## src/rtl/instruction_fetch_if.sv

```systemverilog
// ----------------------------------------------------------------------------
// instruction_fetch_if
// Bundles the two buses of the fetch stage:
//   - the instruction-memory request/response bus
//     (imem_address, imem_enable, imem_read, imem_data_in, imem_data_out)
//   - the decode-side valid/ready handshake
//     (out_valid, out_ready, out_instr, out_pc)
// Modports:
//   master : the fetch stage (drives requests and the head of its queue)
//   slave  : the environment (memory + decode)
// ----------------------------------------------------------------------------
interface instruction_fetch_if #(
    parameter int ADDR_W = 64,
    parameter int DATA_W = 64
);
    logic [ADDR_W-1:0] imem_address;
    logic              imem_enable;
    logic              imem_read;
    logic [DATA_W-1:0] imem_data_in;
    logic [DATA_W-1:0] imem_data_out;
    logic              out_valid;
    logic              out_ready;
    logic [DATA_W-1:0] out_instr;
    logic [ADDR_W-1:0] out_pc;

    modport master (
        output imem_address, imem_enable, imem_read, imem_data_in,
        output out_valid, out_instr, out_pc,
        input  imem_data_out, out_ready
    );

    modport slave (
        input  imem_address, imem_enable, imem_read, imem_data_in,
        input  out_valid, out_instr, out_pc,
        output imem_data_out, out_ready
    );
endinterface

```

## src/rtl/instruction_fetch.sv

```systemverilog
// ----------------------------------------------------------------------------
// instruction_fetch
// Fetch stage: holds the PC, issues word-indexed reads to a memory with one
// cycle of read latency, buffers returned words in a 2-entry queue and hands
// {pc, instr} pairs to decode over valid/ready. A redirect loads a new PC and
// flushes both the queue and any in-flight read.
//
// Ports:
//   clk            rising-edge clock
//   rst_n          synchronous active-low reset
//   fetch_en       allow new fetches
//   redirect_valid redirect strobe (highest priority)
//   redirect_pc    new PC, must be < MEM_DEPTH
//   bus            instruction_fetch_if.master (imem bus + decode handshake)
//
// Optional build macro IFETCH_PERF_EN adds:
//   perf_fetch_cnt 32-bit count of issued fetches
//   perf_stall_cnt 32-bit count of cycles with out_valid & !out_ready
// ----------------------------------------------------------------------------
module instruction_fetch #(
    parameter int                ADDR_W    = 64,
    parameter int                DATA_W    = 64,
    parameter logic [ADDR_W-1:0] RESET_PC  = {ADDR_W{1'b0}},
    parameter int                MEM_DEPTH = 1024
) (
    input  logic              clk,
    input  logic              rst_n,
    input  logic              fetch_en,
    input  logic              redirect_valid,
    input  logic [ADDR_W-1:0] redirect_pc,
    instruction_fetch_if.master bus
`ifdef IFETCH_PERF_EN
    ,
    output logic [31:0]       perf_fetch_cnt,
    output logic [31:0]       perf_stall_cnt
`endif
);

    localparam logic [ADDR_W-1:0] LAST_PC = ADDR_W'(MEM_DEPTH - 1);

    logic [ADDR_W-1:0] pc_r;
    logic              inflight_r;
    logic [ADDR_W-1:0] inflight_pc_r;
    logic [1:0]        count_r;
    logic              head_r;
    logic              tail_r;
    logic [DATA_W-1:0] fifo_instr_r [0:1];
    logic [ADDR_W-1:0] fifo_pc_r    [0:1];

    logic              out_valid_s;
    logic              pop_s;
    logic              push_s;
    logic              issue_s;
    logic [2:0]        credit_s;
    logic [ADDR_W-1:0] pc_inc_s;

    // Handshake, credit check and PC increment with wrap at MEM_DEPTH.
    always_comb begin
        out_valid_s = rst_n & (count_r != 2'd0);
        pop_s       = out_valid_s & bus.out_ready;
        // Entries held plus the one in flight; a pop this cycle frees a slot.
        credit_s    = {1'b0, count_r} + {2'b00, inflight_r};
        issue_s     = rst_n & fetch_en & ~redirect_valid &
                      (credit_s < (3'd2 + {2'b00, pop_s}));
        push_s      = inflight_r & ~redirect_valid;
        if (pc_r == LAST_PC) begin
            pc_inc_s = {ADDR_W{1'b0}};
        end else begin
            pc_inc_s = pc_r + {{(ADDR_W-1){1'b0}}, 1'b1};
        end
    end

    // PC, in-flight tracking and queue state.
    always_ff @(posedge clk) begin
        if (!rst_n) begin
            pc_r          <= RESET_PC;
            inflight_r    <= 1'b0;
            inflight_pc_r <= {ADDR_W{1'b0}};
            count_r       <= 2'd0;
            head_r        <= 1'b0;
            tail_r        <= 1'b0;
            for (int i = 0; i < 2; i++) begin
                fifo_instr_r[i] <= {DATA_W{1'b0}};
                fifo_pc_r[i]    <= {ADDR_W{1'b0}};
            end
        end else if (redirect_valid) begin
            // Any response arriving now belongs to the old path and is dropped.
            pc_r       <= redirect_pc;
            inflight_r <= 1'b0;
            count_r    <= 2'd0;
            head_r     <= 1'b0;
            tail_r     <= 1'b0;
        end else begin
            if (issue_s) begin
                pc_r          <= pc_inc_s;
                inflight_r    <= 1'b1;
                inflight_pc_r <= pc_r;
            end else begin
                inflight_r    <= 1'b0;
            end
            if (push_s) begin
                fifo_instr_r[tail_r] <= bus.imem_data_out;
                fifo_pc_r[tail_r]    <= inflight_pc_r;
                tail_r               <= ~tail_r;
            end else begin
                tail_r <= tail_r;
            end
            if (pop_s) begin
                head_r <= ~head_r;
            end else begin
                head_r <= head_r;
            end
            count_r <= count_r + {1'b0, push_s} - {1'b0, pop_s};
        end
    end

    assign bus.imem_enable  = issue_s;
    assign bus.imem_address = pc_r;
    assign bus.imem_read    = 1'b1;
    assign bus.imem_data_in = {DATA_W{1'b0}};
    assign bus.out_valid    = out_valid_s;
    // Head registers are forced to zero while reset is held low.
    assign bus.out_instr    = rst_n ? fifo_instr_r[head_r] : {DATA_W{1'b0}};
    assign bus.out_pc       = rst_n ? fifo_pc_r[head_r]    : {ADDR_W{1'b0}};

`ifdef IFETCH_PERF_EN
    logic [31:0] perf_fetch_r;
    logic [31:0] perf_stall_r;

    // Free-running issue and backpressure counters, wrapping at 2^32.
    always_ff @(posedge clk) begin
        if (!rst_n) begin
            perf_fetch_r <= 32'd0;
            perf_stall_r <= 32'd0;
        end else begin
            if (issue_s) begin
                perf_fetch_r <= perf_fetch_r + 32'd1;
            end else begin
                perf_fetch_r <= perf_fetch_r;
            end
            if (out_valid_s && !bus.out_ready) begin
                perf_stall_r <= perf_stall_r + 32'd1;
            end else begin
                perf_stall_r <= perf_stall_r;
            end
        end
    end

    assign perf_fetch_cnt = perf_fetch_r;
    assign perf_stall_cnt = perf_stall_r;
`endif

endmodule

```

## src/flat_wrapper.sv

```systemverilog
// flat-port wrapper written by rule: the top's interface ports become plain ports
module instruction_fetch_flat 
#(
    parameter int                ADDR_W    = 64,
    parameter int                DATA_W    = 64,
    parameter logic [ADDR_W-1:0] RESET_PC  = {ADDR_W{1'b0}},
    parameter int                MEM_DEPTH = 1024
)
  (clk, rst_n, fetch_en, redirect_valid, redirect_pc, bus_imem_address, bus_imem_enable, bus_imem_read, bus_imem_data_in, bus_out_valid, bus_out_instr, bus_out_pc, bus_imem_data_out, bus_out_ready);
  instruction_fetch_if #(.ADDR_W(ADDR_W), .DATA_W(DATA_W)) bus_i ();
  input  logic clk;
  input  logic rst_n;
  input  logic fetch_en;
  input  logic redirect_valid;
  input  logic [ADDR_W-1:0] redirect_pc;
  output wire logic [$bits(bus_i.imem_address)-1:0] bus_imem_address;
  output wire logic [$bits(bus_i.imem_enable)-1:0] bus_imem_enable;
  output wire logic [$bits(bus_i.imem_read)-1:0] bus_imem_read;
  output wire logic [$bits(bus_i.imem_data_in)-1:0] bus_imem_data_in;
  output wire logic [$bits(bus_i.out_valid)-1:0] bus_out_valid;
  output wire logic [$bits(bus_i.out_instr)-1:0] bus_out_instr;
  output wire logic [$bits(bus_i.out_pc)-1:0] bus_out_pc;
  input wire logic [$bits(bus_i.imem_data_out)-1:0] bus_imem_data_out;
  input wire logic [$bits(bus_i.out_ready)-1:0] bus_out_ready;
  assign bus_imem_address = bus_i.imem_address;
  assign bus_imem_enable = bus_i.imem_enable;
  assign bus_imem_read = bus_i.imem_read;
  assign bus_imem_data_in = bus_i.imem_data_in;
  assign bus_out_valid = bus_i.out_valid;
  assign bus_out_instr = bus_i.out_instr;
  assign bus_out_pc = bus_i.out_pc;
  assign bus_i.imem_data_out = bus_imem_data_out;
  assign bus_i.out_ready = bus_out_ready;
  instruction_fetch #(.ADDR_W(ADDR_W), .DATA_W(DATA_W), .RESET_PC(RESET_PC), .MEM_DEPTH(MEM_DEPTH)) u_core (.clk(clk), .rst_n(rst_n), .fetch_en(fetch_en), .redirect_valid(redirect_valid), .redirect_pc(redirect_pc), .bus(bus_i));
endmodule
```

## config.mk

```make
export PLATFORM = sky130hd
export DESIGN_NAME = instruction_fetch_flat
export DESIGN_NICKNAME = d
export VERILOG_FILES = /design/src/rtl/instruction_fetch_if.sv /design/src/rtl/instruction_fetch.sv /design/src/flat_wrapper.sv
export SDC_FILE = /design/constraint.sdc
export NUM_CORES = 1
export LEC_CHECK = 0
export BUFFER_PORTS_ARGS = -buffer_cell sky130_fd_sc_hd__buf_2
export CORE_MARGIN = 4
export CORE_UTILIZATION = 35
export CTS_CLUSTER_SIZE = 28
export DETAILED_ROUTE_END_ITERATION = 16
export GPL_TIMING_DRIVEN = 0
export SYNTH_ARGS = -nofsm -noshare
export SYNTH_HDL_FRONTEND = slang
export SYNTH_SLANG_ARGS = --single-unit
```

## constraint.sdc

```tcl
create_clock -name clk -period 10.8 [get_ports clk]
set_clock_uncertainty 0.15 [all_clocks]
set_input_delay 0.54 -clock clk [delete_from_list [all_inputs] [get_ports clk]]
set_output_delay 0.54 -clock clk [all_outputs]
set_load 0.03 [all_outputs]
```

==> results of run 1 <==
==> cell families after synthesis <==
kind of cell	Yosys count	share of synthesized area
fa+ha+maj	5	0.00337
compound gates	224	0.0758
mux	128	0.0689
flops	390	0.558
buf+inv	220	0.0600
other cells	2	0.000404
simple gates	793	0.222
xor+xnor	25	0.0118
==> flip-flops by register name, indices dropped and copies added, names as in the netlist, named ones only <==
name / flops
u_core.fifo_instr_r: 128
u_core.fifo_pc_r: 128
u_core.bus.imem_address: 64
u_core.inflight_pc_r: 64
u_core.count_r: 2
u_core.head_r: 1
u_core.inflight_r: 1
u_core.tail_r: 1
==> report_power, final <==
part	switching [W]	internal, W
Combinational	0.000258	0.000113
Sequential	0.0000476	0.00164
Clock	0.000625	0.000904
==> through the flow <==
| step | setup slack, ps | cell area, sq um |
|---|---|---|
| floorplan | 5.62 | 18800 |
| global placement | -6110 | 21300 |
| detailed placement | 7020 | 21500 |
| CTS | 7030 | 23000 |
| global route | 6960 | 23000 |
| finish | 7060 | 23000 |
==> timing repair <==
action                                 CTS  global route
resized for setup                        0             0
endpoints found under the hold margin    4             0
buffers inserted                         0             0
hold buffers                             4             0
==> final cells by class <==
class	instances	share of cell area
clock buffers	57	0.0536
inverters	18	0.00293
multi-input cells	1240	0.319
well taps	688	0.0374
clock inverters	21	0.0100
plain buffers	202	0.0455
diodes	1	0.000109
flip-flops and latches	390	0.450
repair buffers	337	0.0809
==> final timing paths <==
path                                                               from                                  endpoint  slack, ps
worst max register to register  u_core.bus.imem_address[0]$_SDFFE_PN0P_  u_core.bus.imem_address[36]$_SDFFE_PN0P_       7550
worst max-delay path                                     redirect_valid                           bus_imem_enable       7060
worst min-delay path                                    redirect_pc[34]  u_core.bus.imem_address[34]$_SDFFE_PN0P_         30
worst min register to register     u_core.inflight_pc_r[6]$_SDFFE_PN0P_      u_core.inflight_pc_r[6]$_SDFFE_PN0P_        310
==> cell usage in the layout (no fill, tap or decap), types with 11 or more instances in the layout <==
master	n
a21oi_1	80
a31oi_1	25
and2_1	272
and3_1	14
buf_1	18
buf_2	352
buf_4	66
clkbuf_1	98
clkbuf_16	47
conb_1	65
dfxtp_1	134
edfxtp_1	256
inv_1	17
mux2i_1	128
nand2_1	187
nand3_1	35
nand4_1	30
nor2_1	168
nor3_1	21
nor4_1	24
o211ai_1	11
o21ai_0	34
o22ai_1	14
o311ai_0	11
xnor2_1	16
==> cells in the mapped netlist, types with 11 or more instances <==
master    number
a21oi_1       80
a31oi_1       25
and2_1       272
and3_1        14
buf_1         18
buf_2         27
buf_4         66
clkbuf_1      90
dfxtp_1      134
edfxtp_1     256
inv_1         17
mux2i_1      128
nand2_1      187
nand3_1       35
nand4_1       30
nor2_1       168
nor3_1        21
nor4_1        24
o211ai_1      11
o21ai_0       35
o22ai_1       14
o311ai_0      11
xnor2_1       16
==> routing by layer <==
metal	global-route usage	vias up	part of all wire
met5	0	-	0
met4	0.0660	0	0.032
met3	0.0424	110	0.071
met2	0.326	570	0.46
met1	0.278	7121	0.44
li1	-	7044	-
==> critical path, cell delays in order <==
cell and delay, ps:
clkbuf_1 330, nand2b_1 270, clkbuf_1 230, nor3b_2 300
nand2_1 100, inv_1 80, buf_2 250, buf_2 380
buf_2 300, buf_2 240
==> results.json, run 1 <==
{
  "dp_cells": 2871,
  "grt_pass1_vias": 14500,
  "arrival_ps": 3050,
  "synth_ff_type": "edfxtp_1",
  "power_w": 0.00359,
  "period_share": 0.346,
  "finalWirelength_microns": 60400,
  "htree_levels": 2,
  "maxSlewHeadroom": 0.305,
  "leakage_nw": 9.07,
  "grt_usage": 0.204,
  "first_iter_violations": 1106,
  "vdd_drop_max_mv": 0.109,
  "dp.final_hpwl_microns": 44800,
  "rr_worst_depth": 9,
  "ys_ff_latch": 390,
  "min_path_cells": 2,
  "power_density_nw_per_um2": 156,
  "cp.required_ps": 10110,
  "outcome": "complete, no violations",
  "path_clk_slew_ps": 70,
  "ys_warn_count": 0,
  "seqCellArea_sq_um": 10400,
  "min_period_ps": 3740,
  "rows": 84,
  "crit_fanout": 10,
  "synth_top_cell_by_area": "edfxtp_1",
  "die_w_microns": 238,
  "clk_path_buf_depth": 3,
  "vias_per_cell": 5.03,
  "port_buffers": 325,
  "syn-instance-count": 1787,
  "tightest_slew_ps": 1040,
  "cp-end-kind": "output port",
  "grt_max_degree": 58,
  "clk_latency_ps": 580,
  "antenna_found_initial": 1,
  "yosysTopAreaCellShare": 0.414,
  "multiInputGateArea_sq_um": 7350,
  "clockRootBuffer": "clkbuf_16",
  "max_cap_viol_count": 0,
  "syn-cell-area_sq_um": 18600,
  "grt_pass1_wl_microns": 89400,
  "crit_path_start_kind": "primary input",
  "syn_avg_cell_area_sq_um": 10.4,
  "place.gp.congestion": 0.930,
  "cts_sinks": 390,
  "drc_errors": 0,
  "final_util": 0.438,
  "drive_gt1_frac": 0.226,
  "rsz0062_at_grt": "false",
  "start_util": 0.354,
  "drt_pass1_iterations": 5,
  "async_reset_ff_frac": 0,
  "fill_cells": 5115,
  "nNetsFinal": 2370,
  "yosysUniqueCellTypes": 68,
  "cts_tree": "yes",
  "finalSetupViolCount": 0,
  "synthTopCellsByArea": "edfxtp_1 (41%), dfxtp_1 (14%), and2_1 (9.2%), mux2i_1 (6.9%), nand2_1 (3.8%)",
  "avgRoutedWirePerCell_microns": 20.4,
  "finalHoldViolations": 0,
  "critPathKind": "in2out",
  "io_pins": 392,
  "timing.fmax_mhz": 267,
  "ys_seq_area_frac": 0.558,
  "holdWs_ps": 28.0,
  "area_delta_synth_final_pct": 23.9,
  "die-area_sq_um": 56800,
  "hold_class": "in2reg",
  "num_vias": 14800,
  "finalNonFillerCells": 2954,
  "drv_slew": 0,
  "detail-route-antenna-nets": 0,
  "finalSetupTns_ps": 0,
  "synth-edff-count": 256,
  "die_height_microns": 238,
  "cts_buffers": 43,
  "overflow": 0,
  "coreArea_sq_um": 52600
}
No activity file was read; power rests on OpenSTA's default activity.
==> inputs of run 2 (changes only) <==
ABC_AREA = 1   (was not set)
clock period = 3.2 ns   (was 10.8 ns; I/O delays follow)
==> run 2 against run 1 <==
  * Total power increased to 3.5 times the previous value
  * Critical endpoint is now bus_out_pc[30]
  * Largest cell class unchanged
  * Sequential power increased to 3.4 times the previous value
  * Critical path type is now reg2out
  * Routed wire length grew 20%
==> results.json, run 2 <==
{
  "vias_per_cell": 4.79,
  "detail-route-antenna-nets": 0,
  "crit_fanout": 10,
  "holdWs_ps": 28.7,
  "first_iter_violations": 1461,
  "yosysTopAreaCellShare": 0.392,
  "min_path_cells": 4,
  "comb_power_share": 0.119,
  "nNetsFinal": 3183,
  "finalSetupViolCount": 0,
  "drv_slew": 0,
  "crit_path_start_kind": "register",
  "area_delta_synth_final_pct": 28.8,
  "ys_warn_count": 0,
  "clk_latency_ps": 580,
  "dp_cells": 3615,
  "yosysUniqueCellTypes": 35,
  "cts_tree": "yes",
  "synth_top_cell_by_area": "edfxtp_1",
  "synth_common_cells": "nor2_1 (660), nand2_1 (329), inv_1 (317)",
  "clockRootBuffer": "clkbuf_16",
  "layout_commonest_cell": "nor2_1",
  "min_period_ps": 2920,
  "min-delay-start": "rst_n",
  "ys_seq_area_frac": 0.529,
  "pwr-share-clk": 0.416,
  "period_share": 0.913,
  "grt_use_met2": 0.406,
  "slowest_delay_ps": 410,
  "leakage_nw": 11.4,
  "reg_top3": "u_core.fifo_instr_r: 128 flops, u_core.fifo_pc_r: 128 flops",
  "fill_cells": 5627,
  "maxSlewHeadroom": 0.398,
  "outcome": "complete, no violations",
  "multiInputGateArea_sq_um": 7270,
  "grt_use_met3": 0.0317,
  "die-area_sq_um": 59900,
  "start_util": 0.355,
  "ys_ff_latch": 390,
  "layout_common_cells": "nor2_1 (660), buf_2 (353), nand2_1 (327)",
  "async_reset_ff_frac": 0,
  "drive_gt1_frac": 0.181,
  "syn-instance-count": 2478,
  "place.gp.congestion": 0.994,
  "worstReg2RegEnd": "u_core.fifo_pc_r[1][7]$_SDFFCE_PN0P_",
  "io_pins": 392,
  "synth_ff_type": "edfxtp_1",
  "crit_chain": "clkbuf_1 > inv_1 > clkbuf_2 > clkbuf_1 > nor2_1 > nor2_1 > buf_2",
  "grt_usage": 0.234,
  "synthTopCellsByArea": "edfxtp_1 (39%), dfxtp_1 (14%), nor2_1 (13%), nand2_1 (6.3%), o21ai_0 (6.2%)",
  "syn-cell-area_sq_um": 19600,
  "port_buffers": 324,
  "power_density_nw_per_um2": 491,
  "max_cap_viol_count": 0,
  "timing.fmax_mhz": 342,
  "grt_max_degree": 82,
  "avgRoutedWirePerCell_microns": 18.9,
  "post_cts_buffers": 0,
  "rows": 86,
  "p_sw_w": 0.00330,
  "finalHoldViolations": 0,
  "overflow": 0,
  "rr_worst_depth": 7,
  "htree_levels": 2,
  "num_vias": 18300,
  "clk_path_buf_depth": 3,
  "grt_pass1_vias": 18000,
  "reg2reg_from": "u_core.inflight_r$_SDFF_PP0_",
  "finalWirelength_microns": 72400,
  "sw_frac_of_total": 0.266,
  "diodes": 0,
  "yosysMostFrequentCell": "nor2_1",
  "vdd_drop_max_mv": 0.398,
  "cp.required_ps": 2890,
  "hold_class": "in2reg",
  "cts_sinks": 390,
  "slowest_stage": "clkbuf_1",
  "die_w_microns": 245,
  "coreArea_sq_um": 55300,
  "path_clk_slew_ps": 60,
  "drc_errors": 0,
  "antenna_found_initial": 0,
  "final_util": 0.457,
  "busiest_layer": "met2",
  "finalNonFillerCells": 3826,
  "rsz0062_at_grt": "false",
  "seqCellArea_sq_um": 10400,
  "whs_endpoint": "u_core.inflight_pc_r[29]$_SDFFE_PN0P_",
  "syn_avg_cell_area_sq_um": 7.92,
  "power_w": 0.0124,
  "cts_buffers": 44,
  "use_met1": 0.299,
  "drt_pass1_iterations": 5,
  "intPower_w": 0.00910,
  "arrival_ps": 2610,
  "critPathKind": "reg2out",
  "cp-end-kind": "output port",
  "die_height_microns": 245,
  "tightest_slew_ps": 896,
  "synth-edff-count": 256,
  "dp.final_hpwl_microns": 52900,
  "r2r_slack_ps": 390,
  "pwr-share-seq": 0.465,
  "grt_pass1_wl_microns": 107000
}
run 2: kinds of logic (layout without fill, tap and decap cells):
group                      Yosys count  count (layout)  share of synthesized area
and+or+nand+nor                   1160            1160                      0.245
buffers and inverters              515            1052                      0.115
DFF                                390             390                      0.529
AOI/OAI and AO/OA                  389             389                      0.100
xor gates and xnor gates            17              17                    0.00759
adders and majority gates            5               5                    0.00319
other                                2              65                   0.000383
run 2: layout make-up:
type                       instances  share of cell area
clock buffer                      61              0.0477
buffer                           191              0.0410
inverter                         324              0.0481
clock inverter                    18             0.00911
multi-input combinational       1636               0.288
sequential                       390               0.411
timing repair buffer             458               0.119
tap                              748              0.0370
run 2: routing by layer:
layer / routed length (microns) / part of all wire
met3: 4750 / 0.066
met4: 2540 / 0.035
met2: 35400 / 0.49
met5: 0 / 0
met1: 29800 / 0.41
run 2: critical path: cells and delay by family (launching register included):
family	cells	cell delay (ps)
buffers and inverters	5	1410
DFF	1	320
and+or+nand+nor	2	320
run 2: timing repair:
| item | in CTS | in global routing |
|---|---|---|
| gates resized for setup | 2 | 4 |
| hold endpoints to repair | 200 | 0 |
| hold buffers | 132 | 0 |
| endpoints found under the setup margin | 100 | 5 |
run 2: metrics by stage:
stage / TNS (ps) / area (sq um) / setup WS, ps
global placement: -409660 / 22400 / -1680
detailed placement: 0 / 22500 / 48.1
floorplan: 0 / 19900 / 12.8
global route: 0 / 25300 / 22.4
finish: 0 / 25300 / 278
CTS: 0 / 25300 / 104
run 2: how the worst max path moves through the flow:
stage          cells past startpoint                                       end           start  slack (ps)
2_1_floorplan                      8   u_core.fifo_instr_r[1][0]$_SDFFCE_PN0P_  redirect_valid          10
3_3_place_gp                       8  u_core.fifo_instr_r[1][48]$_SDFFCE_PN0P_  redirect_valid       -1680
3_5_place_dp                       9  u_core.fifo_instr_r[1][45]$_SDFFCE_PN0P_  redirect_valid          50
4_1_cts                            7                         bus_out_instr[57]        register         100
5_1_grt                            7                            bus_out_pc[24]        register          20
6_report                           7                            bus_out_pc[30]        register         280
run 2: power groups by stage:
stage / sequential, W / clock [W] / combinational [W]
after global routing: 0.00578 / 0.00545 / 0.00161
after detailed placement: 0.00587 / 0 / 0.00134
after CTS: 0.00576 / 0.00527 / 0.00147
after floorplan: 0.00588 / 0 / 0.000795
after global placement: 0.00588 / 0 / 0.00132
final: 0.00577 / 0.00516 / 0.00148
